--- src/rtl/message_telemetry_engine_if.sv ---
`default_nettype none
// =============================================================================
// Module   : message_telemetry_engine_if
// Brief    : RX command, sensor-channel, TX reply and control-output bundle
//            shared between the telemetry engine and its surroundings.
// Revision : 1.0 - initial release
// =============================================================================
interface message_telemetry_engine_if #(
    parameter int BYTE_WIDTH  = 8,
    parameter int WORD_WIDTH  = 17,
    parameter int N_CHANNELS  = 16,
    parameter int N_WAYPOINTS = 8
);
    localparam int c_WAY_W = (N_WAYPOINTS > 1) ? $clog2(N_WAYPOINTS) : 1;

    logic                             MSG_TELEMETRY_RXVALID_InHigh;
    logic [BYTE_WIDTH-1:0]            MSG_TELEMETRY_RXDATA_InBus;
    logic [N_CHANNELS*WORD_WIDTH-1:0] MSG_TELEMETRY_CHANNELS_InBus;
    logic                             MSG_TELEMETRY_TXREADY_InHigh;
    logic [BYTE_WIDTH-1:0]            MSG_TELEMETRY_TXDATA_OutBus;
    logic                             MSG_TELEMETRY_TXVALID_OutHigh;
    logic                             MSG_TELEMETRY_BUSY_OutHigh;
    logic [c_WAY_W-1:0]               MSG_TELEMETRY_WAYSELECT_OutBus;
    logic                             MSG_TELEMETRY_STOPSIGNAL_OutLow;
    logic                             MSG_TELEMETRY_BEGINSIGNAL_OutLow;
    logic                             MSG_TELEMETRY_DROP_OutHigh;

    // The engine masters the TX stream and the control outputs.
    modport master (
        input  MSG_TELEMETRY_RXVALID_InHigh,
        input  MSG_TELEMETRY_RXDATA_InBus,
        input  MSG_TELEMETRY_CHANNELS_InBus,
        input  MSG_TELEMETRY_TXREADY_InHigh,
        output MSG_TELEMETRY_TXDATA_OutBus,
        output MSG_TELEMETRY_TXVALID_OutHigh,
        output MSG_TELEMETRY_BUSY_OutHigh,
        output MSG_TELEMETRY_WAYSELECT_OutBus,
        output MSG_TELEMETRY_STOPSIGNAL_OutLow,
        output MSG_TELEMETRY_BEGINSIGNAL_OutLow,
        output MSG_TELEMETRY_DROP_OutHigh
    );

    modport slave (
        output MSG_TELEMETRY_RXVALID_InHigh,
        output MSG_TELEMETRY_RXDATA_InBus,
        output MSG_TELEMETRY_CHANNELS_InBus,
        output MSG_TELEMETRY_TXREADY_InHigh,
        input  MSG_TELEMETRY_TXDATA_OutBus,
        input  MSG_TELEMETRY_TXVALID_OutHigh,
        input  MSG_TELEMETRY_BUSY_OutHigh,
        input  MSG_TELEMETRY_WAYSELECT_OutBus,
        input  MSG_TELEMETRY_STOPSIGNAL_OutLow,
        input  MSG_TELEMETRY_BEGINSIGNAL_OutLow,
        input  MSG_TELEMETRY_DROP_OutHigh
    );
endinterface
`default_nettype wire

--- src/rtl/message_telemetry_engine.sv ---
`default_nettype none
// =============================================================================
// Module   : message_telemetry_engine
// Brief    : Decodes robot command bytes and serialises framed telemetry
//            replies (code echo + MSB-first payload) with a one-deep pending slot.
// Revision : 1.0 - initial release
// =============================================================================
module message_telemetry_engine #(
    parameter int BYTE_WIDTH     = 8,
    parameter int WORD_WIDTH     = 17,
    parameter int BYTES_PER_WORD = 3,
    parameter int N_WAYPOINTS    = 8,
    parameter int N_CHANNELS     = 16,
    parameter int STOP_CODE      = 9,
    parameter int BEGIN_CODE     = 10,
    parameter int TELEM_BASE     = 32
) (
    input logic                        MSG_TELEMETRY_CLOCK_50,
    input logic                        MSG_TELEMETRY_RESET_InLow,
    message_telemetry_engine_if.master bus
);
    localparam int c_PAYLOAD_W = BYTES_PER_WORD * BYTE_WIDTH;
    localparam int c_WAY_W     = (N_WAYPOINTS > 1) ? $clog2(N_WAYPOINTS) : 1;
    localparam int c_CH_W      = (N_CHANNELS > 1) ? $clog2(N_CHANNELS) : 1;
    localparam int c_CNT_W     = (BYTES_PER_WORD > 1) ? $clog2(BYTES_PER_WORD) : 1;

    localparam logic [c_CNT_W-1:0] c_LAST_BYTE = c_CNT_W'(BYTES_PER_WORD - 1);
    localparam logic [31:0] c_WAY_HI   = 32'(N_WAYPOINTS);
    localparam logic [31:0] c_STOP     = 32'(STOP_CODE);
    localparam logic [31:0] c_BEGIN    = 32'(BEGIN_CODE);
    localparam logic [31:0] c_TELEM_LO = 32'(TELEM_BASE);
    localparam logic [31:0] c_TELEM_HI = 32'(TELEM_BASE + N_CHANNELS);

    typedef enum logic [1:0] {
        S_IDLE = 2'd0,
        S_HDR  = 2'd1,
        S_PAY  = 2'd2
    } state_t;

    state_t                  r_state;
    logic [c_PAYLOAD_W-1:0]  r_shift;
    logic [c_CNT_W-1:0]      r_cnt;
    logic                    r_pendValid;
    logic [BYTE_WIDTH-1:0]   r_pendCode;
    logic [c_PAYLOAD_W-1:0]  r_pendData;
    logic [c_WAY_W-1:0]      r_waySelect;
    logic                    r_stop;
    logic                    r_begin;
    logic                    r_drop;
    logic                    r_txValid;
    logic [BYTE_WIDTH-1:0]   r_txData;

    logic [31:0]             w_codeExt;
    logic                    w_isWay;
    logic                    w_isStop;
    logic                    w_isBegin;
    logic                    w_isTelem;
    logic                    w_txFire;
    logic [c_CH_W-1:0]       w_chanIdx;
    logic [WORD_WIDTH-1:0]   w_chanWords [N_CHANNELS];
    logic [c_PAYLOAD_W-1:0]  w_snap;

    genvar gi;
    generate
        for (gi = 0; gi < N_CHANNELS; gi++) begin : g_chan
            assign w_chanWords[gi] = bus.MSG_TELEMETRY_CHANNELS_InBus[gi*WORD_WIDTH +: WORD_WIDTH];
        end
    endgenerate

    assign w_codeExt = 32'(bus.MSG_TELEMETRY_RXDATA_InBus);
    assign w_isWay   = bus.MSG_TELEMETRY_RXVALID_InHigh && (w_codeExt >= 32'd1) && (w_codeExt <= c_WAY_HI);
    assign w_isStop  = bus.MSG_TELEMETRY_RXVALID_InHigh && (w_codeExt == c_STOP);
    assign w_isBegin = bus.MSG_TELEMETRY_RXVALID_InHigh && (w_codeExt == c_BEGIN);
    assign w_isTelem = bus.MSG_TELEMETRY_RXVALID_InHigh && (w_codeExt >= c_TELEM_LO) && (w_codeExt < c_TELEM_HI);
    assign w_chanIdx = c_CH_W'(w_codeExt - c_TELEM_LO);
    assign w_snap    = c_PAYLOAD_W'(w_chanWords[w_chanIdx]);
    assign w_txFire  = r_txValid && bus.MSG_TELEMETRY_TXREADY_InHigh;

    always_ff @(posedge MSG_TELEMETRY_CLOCK_50 or negedge MSG_TELEMETRY_RESET_InLow) begin
        if (!MSG_TELEMETRY_RESET_InLow) begin
            r_state     <= S_IDLE;
            r_shift     <= '0;
            r_cnt       <= '0;
            r_pendValid <= 1'b0;
            r_pendCode  <= '0;
            r_pendData  <= '0;
            r_waySelect <= '0;
            r_stop      <= 1'b0;
            r_begin     <= 1'b1;
            r_drop      <= 1'b0;
            r_txValid   <= 1'b0;
            r_txData    <= '0;
        end else begin
            r_begin <= !w_isBegin;
            if (w_isWay)   r_waySelect <= c_WAY_W'(w_codeExt - 32'd1);
            if (w_isStop)  r_stop      <= 1'b0;
            if (w_isBegin) r_stop      <= 1'b1;

            // Requests arriving mid-reply park in the pending slot or are dropped.
            if (w_isTelem && (r_state != S_IDLE)) begin
                if (r_pendValid) begin
                    r_drop <= 1'b1;
                end else begin
                    r_pendValid <= 1'b1;
                    r_pendCode  <= bus.MSG_TELEMETRY_RXDATA_InBus;
                    r_pendData  <= w_snap;
                end
            end

            case (r_state)
                S_IDLE: begin
                    if (r_pendValid) begin
                        r_state   <= S_HDR;
                        r_txValid <= 1'b1;
                        r_txData  <= r_pendCode;
                        r_shift   <= r_pendData;
                        if (w_isTelem) begin
                            r_pendCode <= bus.MSG_TELEMETRY_RXDATA_InBus;
                            r_pendData <= w_snap;
                        end else begin
                            r_pendValid <= 1'b0;
                        end
                    end else if (w_isTelem) begin
                        r_state   <= S_HDR;
                        r_txValid <= 1'b1;
                        r_txData  <= bus.MSG_TELEMETRY_RXDATA_InBus;
                        r_shift   <= w_snap;
                    end
                end
                S_HDR: begin
                    if (w_txFire) begin
                        r_state  <= S_PAY;
                        r_cnt    <= '0;
                        r_txData <= r_shift[c_PAYLOAD_W-1 -: BYTE_WIDTH];
                        r_shift  <= r_shift << BYTE_WIDTH;
                    end
                end
                S_PAY: begin
                    if (w_txFire) begin
                        if (r_cnt == c_LAST_BYTE) begin
                            if (r_pendValid) begin
                                r_state     <= S_HDR;
                                r_txData    <= r_pendCode;
                                r_shift     <= r_pendData;
                                r_pendValid <= 1'b0;
                            end else begin
                                r_state   <= S_IDLE;
                                r_txValid <= 1'b0;
                                r_txData  <= '0;
                            end
                        end else begin
                            r_cnt    <= r_cnt + 1'b1;
                            r_txData <= r_shift[c_PAYLOAD_W-1 -: BYTE_WIDTH];
                            r_shift  <= r_shift << BYTE_WIDTH;
                        end
                    end
                end
                default: begin
                    r_state   <= S_IDLE;
                    r_txValid <= 1'b0;
                end
            endcase
        end
    end

    assign bus.MSG_TELEMETRY_TXDATA_OutBus      = r_txData;
    assign bus.MSG_TELEMETRY_TXVALID_OutHigh    = r_txValid;
    assign bus.MSG_TELEMETRY_BUSY_OutHigh       = (r_state != S_IDLE) || r_pendValid;
    assign bus.MSG_TELEMETRY_WAYSELECT_OutBus   = r_waySelect;
    assign bus.MSG_TELEMETRY_STOPSIGNAL_OutLow  = r_stop;
    assign bus.MSG_TELEMETRY_BEGINSIGNAL_OutLow = r_begin;
    assign bus.MSG_TELEMETRY_DROP_OutHigh       = r_drop;
endmodule
`default_nettype wire

--- src/flat_wrapper.sv ---
// flat-port wrapper written by rule: the top's interface ports become plain ports
module message_telemetry_engine_flat 
#(
    parameter int BYTE_WIDTH     = 8,
    parameter int WORD_WIDTH     = 17,
    parameter int BYTES_PER_WORD = 3,
    parameter int N_WAYPOINTS    = 8,
    parameter int N_CHANNELS     = 16,
    parameter int STOP_CODE      = 9,
    parameter int BEGIN_CODE     = 10,
    parameter int TELEM_BASE     = 32
)
  (MSG_TELEMETRY_CLOCK_50, MSG_TELEMETRY_RESET_InLow, bus_MSG_TELEMETRY_RXVALID_InHigh, bus_MSG_TELEMETRY_RXDATA_InBus, bus_MSG_TELEMETRY_CHANNELS_InBus, bus_MSG_TELEMETRY_TXREADY_InHigh, bus_MSG_TELEMETRY_TXDATA_OutBus, bus_MSG_TELEMETRY_TXVALID_OutHigh, bus_MSG_TELEMETRY_BUSY_OutHigh, bus_MSG_TELEMETRY_WAYSELECT_OutBus, bus_MSG_TELEMETRY_STOPSIGNAL_OutLow, bus_MSG_TELEMETRY_BEGINSIGNAL_OutLow, bus_MSG_TELEMETRY_DROP_OutHigh);
  message_telemetry_engine_if #(.BYTE_WIDTH(BYTE_WIDTH), .WORD_WIDTH(WORD_WIDTH), .N_CHANNELS(N_CHANNELS), .N_WAYPOINTS(N_WAYPOINTS)) bus_i ();
  input logic MSG_TELEMETRY_CLOCK_50;
  input logic MSG_TELEMETRY_RESET_InLow;
  input wire logic [$bits(bus_i.MSG_TELEMETRY_RXVALID_InHigh)-1:0] bus_MSG_TELEMETRY_RXVALID_InHigh;
  input wire logic [$bits(bus_i.MSG_TELEMETRY_RXDATA_InBus)-1:0] bus_MSG_TELEMETRY_RXDATA_InBus;
  input wire logic [$bits(bus_i.MSG_TELEMETRY_CHANNELS_InBus)-1:0] bus_MSG_TELEMETRY_CHANNELS_InBus;
  input wire logic [$bits(bus_i.MSG_TELEMETRY_TXREADY_InHigh)-1:0] bus_MSG_TELEMETRY_TXREADY_InHigh;
  output wire logic [$bits(bus_i.MSG_TELEMETRY_TXDATA_OutBus)-1:0] bus_MSG_TELEMETRY_TXDATA_OutBus;
  output wire logic [$bits(bus_i.MSG_TELEMETRY_TXVALID_OutHigh)-1:0] bus_MSG_TELEMETRY_TXVALID_OutHigh;
  output wire logic [$bits(bus_i.MSG_TELEMETRY_BUSY_OutHigh)-1:0] bus_MSG_TELEMETRY_BUSY_OutHigh;
  output wire logic [$bits(bus_i.MSG_TELEMETRY_WAYSELECT_OutBus)-1:0] bus_MSG_TELEMETRY_WAYSELECT_OutBus;
  output wire logic [$bits(bus_i.MSG_TELEMETRY_STOPSIGNAL_OutLow)-1:0] bus_MSG_TELEMETRY_STOPSIGNAL_OutLow;
  output wire logic [$bits(bus_i.MSG_TELEMETRY_BEGINSIGNAL_OutLow)-1:0] bus_MSG_TELEMETRY_BEGINSIGNAL_OutLow;
  output wire logic [$bits(bus_i.MSG_TELEMETRY_DROP_OutHigh)-1:0] bus_MSG_TELEMETRY_DROP_OutHigh;
  assign bus_i.MSG_TELEMETRY_RXVALID_InHigh = bus_MSG_TELEMETRY_RXVALID_InHigh;
  assign bus_i.MSG_TELEMETRY_RXDATA_InBus = bus_MSG_TELEMETRY_RXDATA_InBus;
  assign bus_i.MSG_TELEMETRY_CHANNELS_InBus = bus_MSG_TELEMETRY_CHANNELS_InBus;
  assign bus_i.MSG_TELEMETRY_TXREADY_InHigh = bus_MSG_TELEMETRY_TXREADY_InHigh;
  assign bus_MSG_TELEMETRY_TXDATA_OutBus = bus_i.MSG_TELEMETRY_TXDATA_OutBus;
  assign bus_MSG_TELEMETRY_TXVALID_OutHigh = bus_i.MSG_TELEMETRY_TXVALID_OutHigh;
  assign bus_MSG_TELEMETRY_BUSY_OutHigh = bus_i.MSG_TELEMETRY_BUSY_OutHigh;
  assign bus_MSG_TELEMETRY_WAYSELECT_OutBus = bus_i.MSG_TELEMETRY_WAYSELECT_OutBus;
  assign bus_MSG_TELEMETRY_STOPSIGNAL_OutLow = bus_i.MSG_TELEMETRY_STOPSIGNAL_OutLow;
  assign bus_MSG_TELEMETRY_BEGINSIGNAL_OutLow = bus_i.MSG_TELEMETRY_BEGINSIGNAL_OutLow;
  assign bus_MSG_TELEMETRY_DROP_OutHigh = bus_i.MSG_TELEMETRY_DROP_OutHigh;
  message_telemetry_engine #(.BYTE_WIDTH(BYTE_WIDTH), .WORD_WIDTH(WORD_WIDTH), .BYTES_PER_WORD(BYTES_PER_WORD), .N_WAYPOINTS(N_WAYPOINTS), .N_CHANNELS(N_CHANNELS), .STOP_CODE(STOP_CODE), .BEGIN_CODE(BEGIN_CODE), .TELEM_BASE(TELEM_BASE)) u_core (.MSG_TELEMETRY_CLOCK_50(MSG_TELEMETRY_CLOCK_50), .MSG_TELEMETRY_RESET_InLow(MSG_TELEMETRY_RESET_InLow), .bus(bus_i));
endmodule
--- config.mk ---
export PLATFORM = sky130hd
export DESIGN_NAME = message_telemetry_engine_flat
export DESIGN_NICKNAME = d
export VERILOG_FILES = /design/src/rtl/message_telemetry_engine_if.sv /design/src/rtl/message_telemetry_engine.sv /design/src/flat_wrapper.sv
export SDC_FILE = /design/constraint.sdc
export NUM_CORES = 1
export LEC_CHECK = 0
export CORE_MARGIN = 1
export CORE_UTILIZATION = 30
export CTS_BUF_LIST = sky130_fd_sc_hd__clkbuf_4 sky130_fd_sc_hd__clkbuf_8
export DETAILED_ROUTE_END_ITERATION = 8
export GPL_TIMING_DRIVEN = 0
export HOLD_SLACK_MARGIN = 0.05
export SYNTH_ARGS = -nofsm -noshare
export SYNTH_HDL_FRONTEND = slang
export SYNTH_SLANG_ARGS = --single-unit
--- constraint.sdc ---
create_clock -name MSG_TELEMETRY_CLOCK_50 -period 2.85 [get_ports MSG_TELEMETRY_CLOCK_50]
set_input_delay 0.7125 -clock MSG_TELEMETRY_CLOCK_50 [delete_from_list [all_inputs] [get_ports MSG_TELEMETRY_CLOCK_50]]
set_output_delay 0.7125 -clock MSG_TELEMETRY_CLOCK_50 [all_outputs]
set_load 0.02 [all_outputs]
# Word level (Yosys, flattened, before mapping)
# Index checks and enable logic that the tools add are counted.
# op_classes
n_addsub	3
order_cmp	5
n_eq_ne	12
muxes	53
bitwise	2
n_reduce_logical	21
# ops
op	count
2-to-1 mux 24 bit	11
2-to-1 mux 8 bit	11
case mux 24 bit (3 select lines)	1
binary-select mux 17 bit (select 4 bit)	1
2-to-1 mux 17 bit	2
case mux 8 bit (3 select lines)	1
equality test 8 x 4 -> 1 bit, second input constant	2
2-to-1 mux 2 bit	8
2-to-1 mux 1 bit	14
AND reduction 4 bit	3
AND reduction 5 bit	2
greater-or-equal comparator 8 x 1 -> 1 bit, second input constant	1
greater-or-equal comparator 8 x 6 -> 1 bit, second input constant	1
less-or-equal comparator 8 x 4 -> 1 bit, second input constant	1
logical AND 1 bit	8
less-than comparator 8 x 6 -> 1 bit, second input constant	1
!= test 2 x 1 -> 1 bit, second input constant	3
case mux 2 bit (3 select lines)	1
nonzero test 2 bit	3
greater-or-equal comparator 5 bit, second input constant	1
NOT 4 -> 5 bit	1
equality test 2 bit, second input constant	2
!= test 2 bit, second input constant	2
case mux 2 bit (2 select lines)	1
other kinds (14)	14
# totals
ff_bits	76
inputBits	284
wordCells	108

# Longest topological paths before layout
# Gate-level depths: netlist of run 1.
# logic_depth
word_depth	10
ltp_mapped	11

# Worst setup path after synthesis of run 1
# OpenSTA, ideal clock, no wires.
# synth_timing
path_kind	input -> register
startpoint	input port bus_MSG_TELEMETRY_RXDATA_InBus[1]
endpoint	register u_core.r_waySelect[2], in the netlist u_core.bus.MSG_TELEMETRY_WAYSELECT_OutBus[2]
t_arrival_ps	2048
required_time_ps	2722
slack_ps	674
path_stages	8
path_cell_list	inv_1 clkbuf_1 clkbuf_1 ha_1 nor3b_1 o32ai_1 nand2_1 o21ai_0
# synth_via
elab_chain_len	3
word_cells_on_any_way	5
cone_classes	add/sub (1); order compare (2); reduce/logical (2)
# synth_rtl
element	line_no	source
start: declaration	flat_wrapper.sv:18	input wire logic [$bits(bus_i.MSG_TELEMETRY_RXDATA_InBus)-1:0] bus_MSG_TELEMETRY_RXDATA_InBus;
greater-or-equal comparator 8 x 1 -> 1 bit	message_telemetry_engine.sv:71	assign w_isWay = bus.MSG_TELEMETRY_RXVALID_InHigh && (w_codeExt >= 32'd1) && (w_codeExt <= c_WAY_HI);
logical AND 1 bit (2 in series)	message_telemetry_engine.sv:71	
end signal: assignment	message_telemetry_engine.sv:95	if (w_isWay) r_waySelect <= c_WAY_W'(w_codeExt - 32'd1);
end: declaration	message_telemetry_engine.sv:46	logic [c_WAY_W-1:0] r_waySelect;
# Several ways; a longest one is shown, not always the timed one.
# A chain may end at the register's enable or synchronous reset.

# Worst setup path in the final report of run 1
# layout_timing
startpoint	input port bus_MSG_TELEMETRY_RXDATA_InBus[0]
endpoint	register u_core.r_shift[2]
# layout_via
elab_chain_len	8
word_cells_on_any_way	14
cone_classes	add/sub (1); order compare (2); eq/ne (1); mux (6); bitwise (1); reduce/logical (3)
# layout_rtl
element	line_no	source
subtractor 4 x 1 -> 4 bit	message_telemetry_engine.sv:75	assign w_chanIdx = c_CH_W'(w_codeExt - c_TELEM_LO);
NOT 4 -> 5 bit (implied by the code)	message_telemetry_engine.sv:76	assign w_snap = c_PAYLOAD_W'(w_chanWords[w_chanIdx]);
binary-select mux 17 bit (select 4 bit)	message_telemetry_engine.sv:76	
2-to-1 mux 17 bit (implied by the code) (2 in series)	message_telemetry_engine.sv:76	
2-to-1 mux 24 bit	message_telemetry_engine.sv:123	end else if (w_isTelem) begin
2-to-1 mux 24 bit	message_telemetry_engine.sv:112	if (r_pendValid) begin
case mux 24 bit (3 select lines)	message_telemetry_engine.sv:110	case (r_state)
end signal: assignment	message_telemetry_engine.sv:116	r_shift <= r_pendData;
end signal: assignment	message_telemetry_engine.sv:127	r_shift <= w_snap;
end signal: assignment	message_telemetry_engine.sv:135	r_shift <= r_shift << BYTE_WIDTH;
end: declaration	message_telemetry_engine.sv:41	logic [c_PAYLOAD_W-1:0] r_shift;
# Several ways; a longest one is shown, not always the timed one. The select of a mux whose other input is x is not followed.

==> impl_metrics.json, run 1 <==
{
  "io_pins": 300,
  "synth_area_leaders": "dfrtp_1 29%, mux4_2 12%, mux2i_1 11%",
  "synthFlopType": "dfrtp_1",
  "antenna_found_initial": 1,
  "synth-compound-area-share": 0.200,
  "root_buffer": "clkbuf_8",
  "cts_max_path_buffers": 2,
  "first_iter_violations": 387,
  "pwr_density_cell_mw_per_mm2": 568,
  "fin_crit_ps": 2670,
  "synth_top_family_by_area": "multiplexers",
  "slew_violations": 0,
  "cp_slowest_cell": "a221oi_1",
  "fmax_mhz": 375,
  "synth_edf_count": 0,
  "yosysTopAreaCell": "dfrtp_1",
  "grt_util_met1": 0.300,
  "cp_num_cells": 8,
  "cts_buffers": 9,
  "max-vdd-ir-drop_v": 0.000326,
  "drc": 0,
  "grt_max_degree": 56,
  "yosys.cell_types.count": 48,
  "tightest_slew_ps": 848,
  "nNetsFinal": 1264,
  "cts_sinks": 76,
  "worstPathRequired_ps": 3130,
  "async_reset_ff_frac": 1.00,
  "path_clk_slew_ps": 80,
  "p_leak_nw": 4.06,
  "min_path_type": "in -> async",
  "netlist_area_sq_mm": 0.00642,
  "syn_inst": 662,
  "synth_nets": 954,
  "cts_resized": 1,
  "first_pass_iters": 5,
  "htree_num_levels": 3,
  "crit_buf_inv": 4,
  "synthXorXnorAreaFrac": 0.00136,
  "synth_simple_gate_area_share": 0.134,
  "cp.arrival_ps": 2950,
  "clock-skew-final_ps": 8.49,
  "syn_to_final_growth_pct": 55.2,
  "crit_fanout": 10,
  "critPathTopFamily": "buffers and inverters",
  "cts_tree": "built",
  "die_w_um": 148,
  "antenna_left": 0,
  "cts_hold_buf": 0,
  "critical_path_class": "in -> reg",
  "crit_chain": "clkdlybuf4s50_1 > buf_6 > buf_8 > buf_6 > mux2i_1 > a221oi_1 > o221ai_1 > o221ai_1",
  "die_y_um": 148,
  "cp-end-kind": "register",
  "ys_seq_elements": 76,
  "viasPerCell": 5.25,
  "hold_viol": 0,
  "run_status": "finished clean",
  "synth_seq_area_share": 0.296,
  "via_count": 6576,
  "yosysTopAreaCellShare": 0.292,
  "drive_above_1_share": 0.149,
  "relSlewSlack": 0.434,
  "wl_per_cell_um": 20.8,
  "critical-path-max-stage-delay_ps": 590,
  "initial_core_util": 0.305,
  "fin_area_sq_mm": 0.00997,
  "grt_pass1_vias": 6821,
  "row_count": 53,
  "reg2regPathDepth": 7,
  "gr-usage-met2": 0.414,
  "cts_setup_buffers": 0,
  "yosys_warnings": 0,
  "report.final.setup_viol": 0,
  "fp.dieArea_sq_mm": 0.0220,
  "yosys-mux-area-fraction": 0.292,
  "hpwl_mm": 21.2,
  "syn_avg_cell_area_sq_um": 9.70,
  "drv_cap": 0,
  "grt_use_met3": 0.0537,
  "finalPower_mw": 5.66,
  "io_buffers": 298,
  "place.gp.congestion": 0.866,
  "grt_pass1_wl_mm": 39.8,
  "drt-total-wl_mm": 26.0,
  "rsz0062_at_grt": "false",
  "grt_busiest_layer": "met2",
  "start_kind": "input pin",
  "clock_latency_ps": 370,
  "placed_cell_area_sq_mm": 0.00977,
  "tns_ps": 0,
  "synth_fa_ha_area_frac": 0.0156,
  "grt_usage": 0.239,
  "core_area_sq_mm": 0.0210,
  "fin_crit_sh": 0.936,
  "grt_overflow": 0
}
## registers in the layout, indices dropped and copies added, names as in the netlist, 2 cells and up
name,count
u_core.bus.MSG_TELEMETRY_TXDATA_OutBus,8
u_core.bus.MSG_TELEMETRY_WAYSELECT_OutBus,3
u_core.r_cnt,2
u_core.r_pendCode,8
u_core.r_pendData,24
u_core.r_shift,24
u_core.r_state,2
## layer usage
| metal | routed length (um) | vias to the layer above |
|---|---|---|
| li1 | - | 3118 |
| met2 | 13000 | 260 |
| met3 | 1660 | 31 |
| met1 | 10700 | 3167 |
| met4 | 638 | 0 |
| met5 | 0 | - |
## cells by family (layout without fill, tap and decap cells)
| logic type | count (synthesis) | count (layout) |
|---|---|---|
| AND/OR/NAND/NOR | 197 | 197 |
| multiplexers | 140 | 140 |
| flip-flops | 76 | 76 |
| XOR/XNOR | 1 | 1 |
| buffers and inverters | 68 | 383 |
| AO/OA/AOI/OAI | 172 | 172 |
| adder cells (fa/ha/maj) | 8 | 8 |
| other | 0 | 1 |
## cells in the final DEF, fill, tap and decap left out, drive strengths merged, types with 2 or more instances in the layout
cell type      netlist  routed
clkinvlp             0       3
a221oi              17      17
nor3                 3       3
clkinv               0       2
o21ai               50      50
a21oi               12      12
a22o                15      15
o221ai              23      23
mux2i               69      69
mux4                34      34
clkbuf              26      37
a31oi                2       2
a21boi              10      10
inv                  8       8
buf                 34      36
o22ai               19      19
and2                12      12
mux2                37      37
nor2                24      24
clkdlybuf4s50        0     297
ha                   8       8
dfrtp               75      75
o31ai               11      11
or2                  3       3
a22oi                8       8
nand2b              12      12
nand2              120     120
nand3               18      18
## synthesized netlist by cell type (all sizes together), types with 11 or more instances
| cell | n |
|---|---|
| a22o | 15 |
| mux4 | 34 |
| mux2i | 69 |
| nor2 | 24 |
| a221oi | 17 |
| o31ai | 11 |
| nand2b | 12 |
| o21ai | 50 |
| clkbuf | 26 |
| nand3 | 18 |
| dfrtp | 75 |
| nand2 | 120 |
| o221ai | 23 |
| mux2 | 37 |
| o22ai | 19 |
| a21oi | 12 |
| buf | 34 |
| and2 | 12 |
## final timing paths
path                                                                startpoint                                           to  slack (ps)
max                                          bus_MSG_TELEMETRY_RXDATA_InBus[0]                            u_core.r_shift[2]         180
min                                                  MSG_TELEMETRY_RESET_InLow    u_core.bus.MSG_TELEMETRY_TXDATA_OutBus[4]         240
max reg2reg                                                  u_core.r_state[0]    u_core.bus.MSG_TELEMETRY_TXDATA_OutBus[0]         450
min reg2reg                          u_core.bus.MSG_TELEMETRY_TXDATA_OutBus[7]    u_core.bus.MSG_TELEMETRY_TXDATA_OutBus[7]         480
max in group asynchronous                            MSG_TELEMETRY_RESET_InLow  u_core.bus.MSG_TELEMETRY_BEGINSIGNAL_OutLow        2010
min in group MSG_TELEMETRY_CLOCK_50  u_core.bus.MSG_TELEMETRY_TXDATA_OutBus[7]    u_core.bus.MSG_TELEMETRY_TXDATA_OutBus[7]         480
## stage by stage
stage / hold slack, ps / utilization / worst slack (ps) / cells
detailed placement: 465 / 0.465 / -577 / 1236
floorplan: 417 / - / 674 / 662
CTS: 237 / 0.474 / 36.4 / 1252
global placement: 459 / 0.464 / -1790 / 1235
global route: 236 / 0.474 / 42.0 / 1253
finish: 238 / 0.474 / 183 / 1253
## report_power, final
part	internal (mW)	switching [mW]
sequential	1.45	0.271
clock	0.363	0.436
combinational	1.43	1.71
total	3.25	2.41
## area by class of cell
| cell class | count | area (sq um) |
|---|---|---|
| Clock buffer | 11 | 151 |
| Timing Repair Buffer | 299 | 3010 |
| Clock inverter | 5 | 36.3 |
| Inverter | 8 | 30.0 |
| Tap cell | 275 | 344 |
| Sequential cell | 76 | 1900 |
| Antenna cell | 1 | 2.50 |
| Multi-Input combinational cell | 518 | 4130 |
| Fill cell | 2051 | 11100 |
| Buffer | 60 | 364 |
Power figures use the tool's default switching activity.
==> run 2: changes to the inputs <==
Settings changed: CTS_CLUSTER_DIAMETER set to 200.
==> results of run 2 <==
Final layout, timing and power as in run 1 (identical DEF).
==> run 3: changes to the inputs <==
Settings changed: CORE_UTILIZATION 30 to 47, PLACE_DENSITY set to 0.9, SKIP_LAST_GASP set to 1.
==> run 3 against run 2 <==
Maximum frequency down 4.6%. Clock power rose by 28%. Cell area decreased by 0.59%. First-iteration DRC count increased to 2.6 times the previous value. Hold slack worse by 60 ps. Utilization rose by 27 points. Critical path depth shrank 1. Sequential power is essentially flat. Combinational power is essentially flat. Cell count fell by 7.5%. Critical endpoint is now u_core.r_shift[11]. Highest routed layer is now met5.
==> impl_metrics.json, run 3 (synthesis results as in run 1) <==
{
  "run_status": "finished clean",
  "clock_latency_ps": 370,
  "layout.cells.most_common": "clkdlybuf4s50_1",
  "grt_usage": 0.394,
  "hold_viol": 0,
  "die_w_um": 119,
  "cts_setup_buffers": 0,
  "met2_length_mm": 13.8,
  "hpwl_mm": 22.4,
  "fmax_mhz": 358,
  "path_clk_slew_ps": 80,
  "drt-total-wl_mm": 27.9,
  "grt_overflow": 0,
  "grt_pass1_vias": 7055,
  "fin_crit_sh": 0.981,
  "worstPathRequired_ps": 3120,
  "fin_crit_ps": 2800,
  "finalPower_mw": 5.92,
  "via_count": 7099,
  "cts_hold_buf": 0,
  "htree_num_levels": 3,
  "cp.arrival_ps": 3070,
  "cts_sinks": 76,
  "cts_buffers": 9,
  "antenna_left": 0,
  "reg.largest.list": "u_core.r_pendData x24, u_core.r_shift x24",
  "die_y_um": 119,
  "crit_fanout": 10,
  "tightest_slew_ps": 838,
  "pwr_density_cell_mw_per_mm2": 597,
  "drive_above_1_share": 0.149,
  "p_leak_nw": 4.09,
  "clock-skew-final_ps": 13.0,
  "antenna_found_initial": 7,
  "core_area_sq_mm": 0.0133,
  "slew_violations": 0,
  "grt_max_degree": 68,
  "final_cell_mix": "297 x clkdlybuf4s50_1, 120 x nand2_1, 75 x dfrtp_1",
  "wl_met3_mm": 2.94,
  "syn_to_final_growth_pct": 54.3,
  "root_buffer": "clkbuf_8",
  "cts_max_path_buffers": 2,
  "viasPerCell": 6.13,
  "grt_pass1_wl_mm": 40.9,
  "wl_per_cell_um": 24.1,
  "min_path_type": "in -> async",
  "row_count": 42,
  "post-route-util": 0.745,
  "cts_tree": "built",
  "first_iter_violations": 1013,
  "drv_cap": 0,
  "placed_cell_area_sq_mm": 0.00965,
  "first_pass_iters": 6,
  "nNetsFinal": 1264,
  "io_buffers": 298,
  "fin_area_sq_mm": 0.00991,
  "cp-end-kind": "register",
  "relSlewSlack": 0.441,
  "initial_core_util": 0.483,
  "place.gp.congestion": 0.994,
  "dpl_worst_slack_ps": -474,
  "rsz0062_at_grt": "false",
  "start_kind": "input pin",
  "fin_ws_ps": 54.7,
  "met1_length_mm": 10.2,
  "critical_path_class": "in -> reg",
  "io_pins": 300,
  "top_layer_used": "met5",
  "max-vdd-ir-drop_v": 0.000433,
  "report.final.setup_viol": 0,
  "drc": 0,
  "fp.dieArea_sq_mm": 0.0141
}
==> run 3: cell count changes in the layout (fill, tap and decap cells not counted), sizes merged <==
cell      before  now
clkbuf        37   33
clkinv         2    3
bufinv         0    3
buf           36   38
clkinvlp       3    0
inv            8    9
diode          1    6
==> run 3: area by class of cell <==
| class | count | area, sq um |
|---|---|---|
| Antenna cell | 6 | 15.0 |
| Buffer | 60 | 367 |
| Clock buffer | 9 | 124 |
| Clock inverter | 7 | 114 |
| Fill cell | 944 | 3390 |
| Inverter | 8 | 30.0 |
| Multi-Input combinational cell | 518 | 4130 |
| Sequential cell | 76 | 1900 |
| Tap cell | 176 | 220 |
| Timing Repair Buffer | 299 | 3010 |
==> run 3: worst max-delay path, stage by stage <==
cell and delay (ps):
clkdlybuf4s50_1 660, buf_1 560, clkbuf_1 510, nand2_1 110, nand2_1 180, nor2_1 80
o31ai_1 250
==> run 3: worst paths after layout <==
kind / start / endpoint / slack [ps] / cells after the start
min in group MSG_TELEMETRY_CLOCK_50: u_core.bus.MSG_TELEMETRY_DROP_OutHigh / u_core.bus.MSG_TELEMETRY_DROP_OutHigh / 480 / 1
min reg2reg: u_core.bus.MSG_TELEMETRY_DROP_OutHigh / u_core.bus.MSG_TELEMETRY_DROP_OutHigh / 480 / 1
max reg2reg: u_core.r_state[0] / u_core.r_shift[1] / 510 / 8
max: bus_MSG_TELEMETRY_RXDATA_InBus[1] / u_core.r_shift[11] / 50 / 7
max in group asynchronous: MSG_TELEMETRY_RESET_InLow / u_core.r_state[1] / 2110 / 2
min: MSG_TELEMETRY_RESET_InLow / u_core.bus.MSG_TELEMETRY_TXDATA_OutBus[3] / 180 / 1
==> run 3: power by group <==
| part | total [mW] | leakage, nW | internal (mW) | switching, mW |
|---|---|---|---|---|
| logic | 3.17 | 2.97 | 1.43 | 1.73 |
| clock network | 1.02 | 0.123 | 0.580 | 0.439 |
| registers | 1.73 | 0.996 | 1.45 | 0.279 |
==> run 3: repair_timing <==
action | in CTS | in global routing
gates resized for setup | 2 | 4
pin swaps | 0 | 1
setup endpoints to repair | 3 | 4
==> run 3: routing by layer <==
| layer | track usage | vias to the layer above |
|---|---|---|
| met3 | 0.0867 | 70 |
| met5 | 0 | - |
| met2 | 0.655 | 517 |
| li1 | - | 3110 |
| met4 | 0.173 | 2 |
| met1 | 0.491 | 3400 |
==> run 3: per-stage QoR <==
stage / std cells / TNS (ps) / hold slack, ps
global route: 1158 / 0 / 180
detailed placement: 1137 / -2920 / 465
floorplan: 662 / 0 / 417
finish: 1159 / 0 / 177
CTS: 1153 / 0 / 185
global placement: 1136 / -122080 / 460
==> RTL edit 1: new RTL, settings of run 1 <==
Reset style: synchronous (`MSG_TELEMETRY_RESET_InLow`), changed in one clocked block.
--- a/src/rtl/message_telemetry_engine.sv
+++ b/src/rtl/message_telemetry_engine.sv
@@ -77,5 +77,5 @@
     assign w_txFire  = r_txValid && bus.MSG_TELEMETRY_TXREADY_InHigh;
 
-    always_ff @(posedge MSG_TELEMETRY_CLOCK_50 or negedge MSG_TELEMETRY_RESET_InLow) begin
+    always_ff @(posedge MSG_TELEMETRY_CLOCK_50) begin
         if (!MSG_TELEMETRY_RESET_InLow) begin
             r_state     <= S_IDLE;
Check against the original RTL: differs if MSG_TELEMETRY_RESET_InLow is asserted again (counterexample within 4 cycles, from zero or initial values and one cycle with MSG_TELEMETRY_RESET_InLow low); with MSG_TELEMETRY_RESET_InLow held inactive, the same outputs for 4 cycles.
==> RTL edit 1 against run 1 <==
Synthesized area fell by 7.9%. Via count fell by 5.5%. Total power decreased by 20%. Setup slack got worse by 0.095 ns. Wire length decreased by 2.1%. Design area is 5.6% lower. Maximum frequency shrank 3.4%. Sequential cell count unchanged.
==> RTL edit 1: results <==
[timing]
hold_slack_ns = 0.488

[synth]
syn_nets = 886
synthArstFlopShare_pct = 0
synth_compound_gate_area_share_pct = 22.1
synth_area_leaders = "dfxtp_1 26%, mux4_2 15%, mux2i_1 6.3%, mux2_2 5.3%, mux4_1 4.4%"
synth.area.mux_share_pct = 31.3
yosysMostFrequentCell = "dfxtp_1"
synthAdderAreaFrac_pct = 1.69
synthCells = 594
yosys.cell_types.count = 51
synthXorXnorAreaFrac_pct = 0.296

[route]
drt_first_pass_iters = 6
wire_per_inst_um = 21.9
wirelength_um = 25500
wl_met3_um = 1850
wl_met2_um = 12700
drtIter0Drc = 400
drt-met1-wl_um = 10600
vias_per_cell = 5.33

[placement]
io_buffers = 297
dpl-instance-area_sq_um = 9210
place.gp.congestion = 0.875
place_ws_ns = -0.988
dp_hpwl_um = 21000

[pwr]
p_per_area_nw_per_um2 = 481
p_leak_nw = 3.43
pg_clk_uw = 831
p_seq_share_pct = 31.1
vdd_drop_max_uv = 302

[grt]
grt_pass1_vias = 6079
grt_max_degree = 13
grt_use_met1_pct = 32.5
grt_usage_pct = 25.1
grt_pass1_wl_um = 37200

[worst_setup_path]
r2r_start = "u_core.r_state[0]$_SDFFE_PN0P_"
arrival_ns = 3.03
rrSetupSlack_ns = 0.38
r2r-end = "u_core.bus.MSG_TELEMETRY_TXDATA_OutBus[3]$_SDFFE_PN0P_"
endpoint = "u_core.r_pendData[2]$_SDFF_PN0_"

[cts]
clkTransAtPathRegs_ns = 0.08
cts.repair.resized = 3

[cells_and_area]
syn_to_final_growth_pct = 59.0
drive_gt1_share_pct = 14.3
nFillCells = 1838

[status]
run_status = "finished, final reports clean"

[worst_hold_path]
worstHoldPathType = "reg -> reg"
## RTL edit 1: changes by cell type in the layout (fill, tap and decap cells not counted), sizes merged, moves of 19 or more
cell and delta:
dfxtp +76, o21ai -38, a211oi +27, mux2i -32, dfrtp -75, o221ai -23
a22oi +19, nor2 +23, nand2 -59
## RTL edit 1: worst max-delay path, stage by stage
cell and delay [ns]:
clkdlybuf4s50_1 0.50, buf_2 0.20, buf_2 0.37, mux4_2 0.56, a22oi_1 0.31, nand2_1 0.15, a22o_1 0.21
## RTL edit 1: layout make-up
type | count | share of cell area [%]
Clock buffer | 10 | 1.46
Tap cell | 260 | 3.46
Sequential cell | 76 | 16.2
Antenna cell | 2 | 0.0532
Clock inverter | 4 | 0.545
Buffer | 61 | 3.86
Multi-Input combinational cell | 447 | 42.5
Inverter | 9 | 0.359
Timing Repair Buffer | 297 | 31.6
==> RTL edit 2: new RTL, flow settings as in run 1 <==
Without the edit above. `BYTE_WIDTH` is set to 8 in 3 places; all go to 6.
--- a/src/rtl/message_telemetry_engine_if.sv
+++ b/src/rtl/message_telemetry_engine_if.sv
@@ -7,5 +7,5 @@
 // =============================================================================
 interface message_telemetry_engine_if #(
-    parameter int BYTE_WIDTH  = 8,
+    parameter int BYTE_WIDTH  = 6,
     parameter int WORD_WIDTH  = 17,
     parameter int N_CHANNELS  = 16,
--- a/src/rtl/message_telemetry_engine.sv
+++ b/src/rtl/message_telemetry_engine.sv
@@ -7,5 +7,5 @@
 // =============================================================================
 module message_telemetry_engine #(
-    parameter int BYTE_WIDTH     = 8,
+    parameter int BYTE_WIDTH     = 6,
     parameter int WORD_WIDTH     = 17,
     parameter int BYTES_PER_WORD = 3,
--- a/src/flat_wrapper.sv
+++ b/src/flat_wrapper.sv
@@ -2,5 +2,5 @@
 module message_telemetry_engine_flat 
 #(
-    parameter int BYTE_WIDTH     = 8,
+    parameter int BYTE_WIDTH     = 6,
     parameter int WORD_WIDTH     = 17,
     parameter int BYTES_PER_WORD = 3,
Ports: changed (resized bus_MSG_TELEMETRY_RXDATA_InBus and bus_MSG_TELEMETRY_TXDATA_OutBus); port bits go from 300 to 296. The function was not compared with the original's and may differ.
==> RTL edit 2 against run 1 <==
First-iteration DRC count increased by 7.0%. Die area decreased by 17%. Critical path type is now reg -> out. Design area decreased by 11%. Clock skew decreased by 0.0016 ns. Setup slack got worse by 0.058 ns. Synthesized area decreased by 18%. Global-route usage increased by 4.1 points. Sequential cell count decreased by 16. Wire length decreased by 3.6%. Synthesized cell count decreased by 21%. Via count decreased by 9.4%.
Power is not compared: it rests on default switching activity, and its combinational part moved more than twofold at a synthesized area within 25%.
==> RTL edit 2: results <==
[status]
run_status = "finished, final reports clean"

[route]
via_count = 5961
drtIter0Drc = 414
wl_met2_um = 12700
wl_met3_um = 1930

[grt]
grt_pass1_wl_um = 37200
grt_usage_pct = 28.0
grt_use_met1_pct = 33.9
use_met3_pct = 7.02

[worst_setup_path]
slowest_delay_ns = 0.55
endpoint = "bus_MSG_TELEMETRY_BUSY_OutHigh"
r2r-end = "u_core.r_shift[13]$_DFFE_PN0P_"
crit_slowest_cell = "clkdlybuf4s50_1"
path_max_fanout = 6
rrSetupSlack_ns = 0.29
r2r_cells = 9

[timing]
tightestPinTransition_ns = 0.931

[cts]
insertion_delay_ns = 0.35

[placement]
dp_hpwl_um = 21100
io_buffers = 293

[cells_and_area]
drive_gt1_share_pct = 14.9
finalNetCount = 1129
top_regs = "u_core.r_pendData x18, u_core.r_shift x18"

[synth]
yosys.cell_types.count = 54
yosysSeqAreaShare_pct = 28.4
synth_common_cells = "88 x nand2_1, 61 x mux4_2, 59 x dfrtp_1"
==> RTL edit 2: cell types whose count changed in the layout (fill, tap and decap cells not counted), sizes merged, moves of 14 or more <==
cell	before	now
mux2	37	6
mux2i	69	15
o22ai	19	1
o221ai	23	5
dfrtp	75	59
mux4	34	65
nand2	120	88
a21oi	12	26
==> RTL edit 2: layout make-up <==
class                   instances  area (sq um)
fillers                      1562          8380
multi-input cells             408          3540
repair buffers                301          3020
flip-flops and latches         60          1500
well taps                     225           282
plain buffers                  47           280
clock buffers                   9           124
clock inverters                 7          66.3
inverters                      11          41.3
==> RTL edit 2: worst reg2reg max path: cells and delay by family, from the launching register on <==
family	cells	cell delay, ns
AOI/OAI and AO/OA	3	0.56
adders and majority gates	1	0.30
buffers and inverters	3	0.86
DFF	1	0.44
and+or+nand+nor	2	0.35
==> RTL edit 2: metrics by stage <==
step / std cells / TNS, ns
after floorplan: 526 / 0
after global placement: 1044 / -69.50
after global routing: 1068 / 0
after detailed placement: 1045 / -17.68
final: 1068 / 0
after CTS: 1066 / 0
==> RTL edit 2: power breakdown <==
part | switching (mW) | internal [mW]
Sequential | 0.00898 | 0.868
Clock | 0.360 | 0.400
Combinational | 0.351 | 0.597
==> RTL edit 2: kinds of logic after synthesis <==
logic type                 after synthesis  synth area share (%)
adders and majority gates                9                  2.13
muxes                                   86                  32.1
and+or+nand+nor                        182                  15.6
AOI/OAI and AO/OA                      130                  16.3
xor gates and xnor gates                 1                 0.166
DFF                                     60                  28.4
buffers and inverters                   58                  5.39
==> RTL edit 2: timing repair <==
item,CTS,global route
hold buffers,0,0
setup buffers,5,2
setup endpoints to repair,29,14
gates resized for setup,15,9
pin swaps,1,2
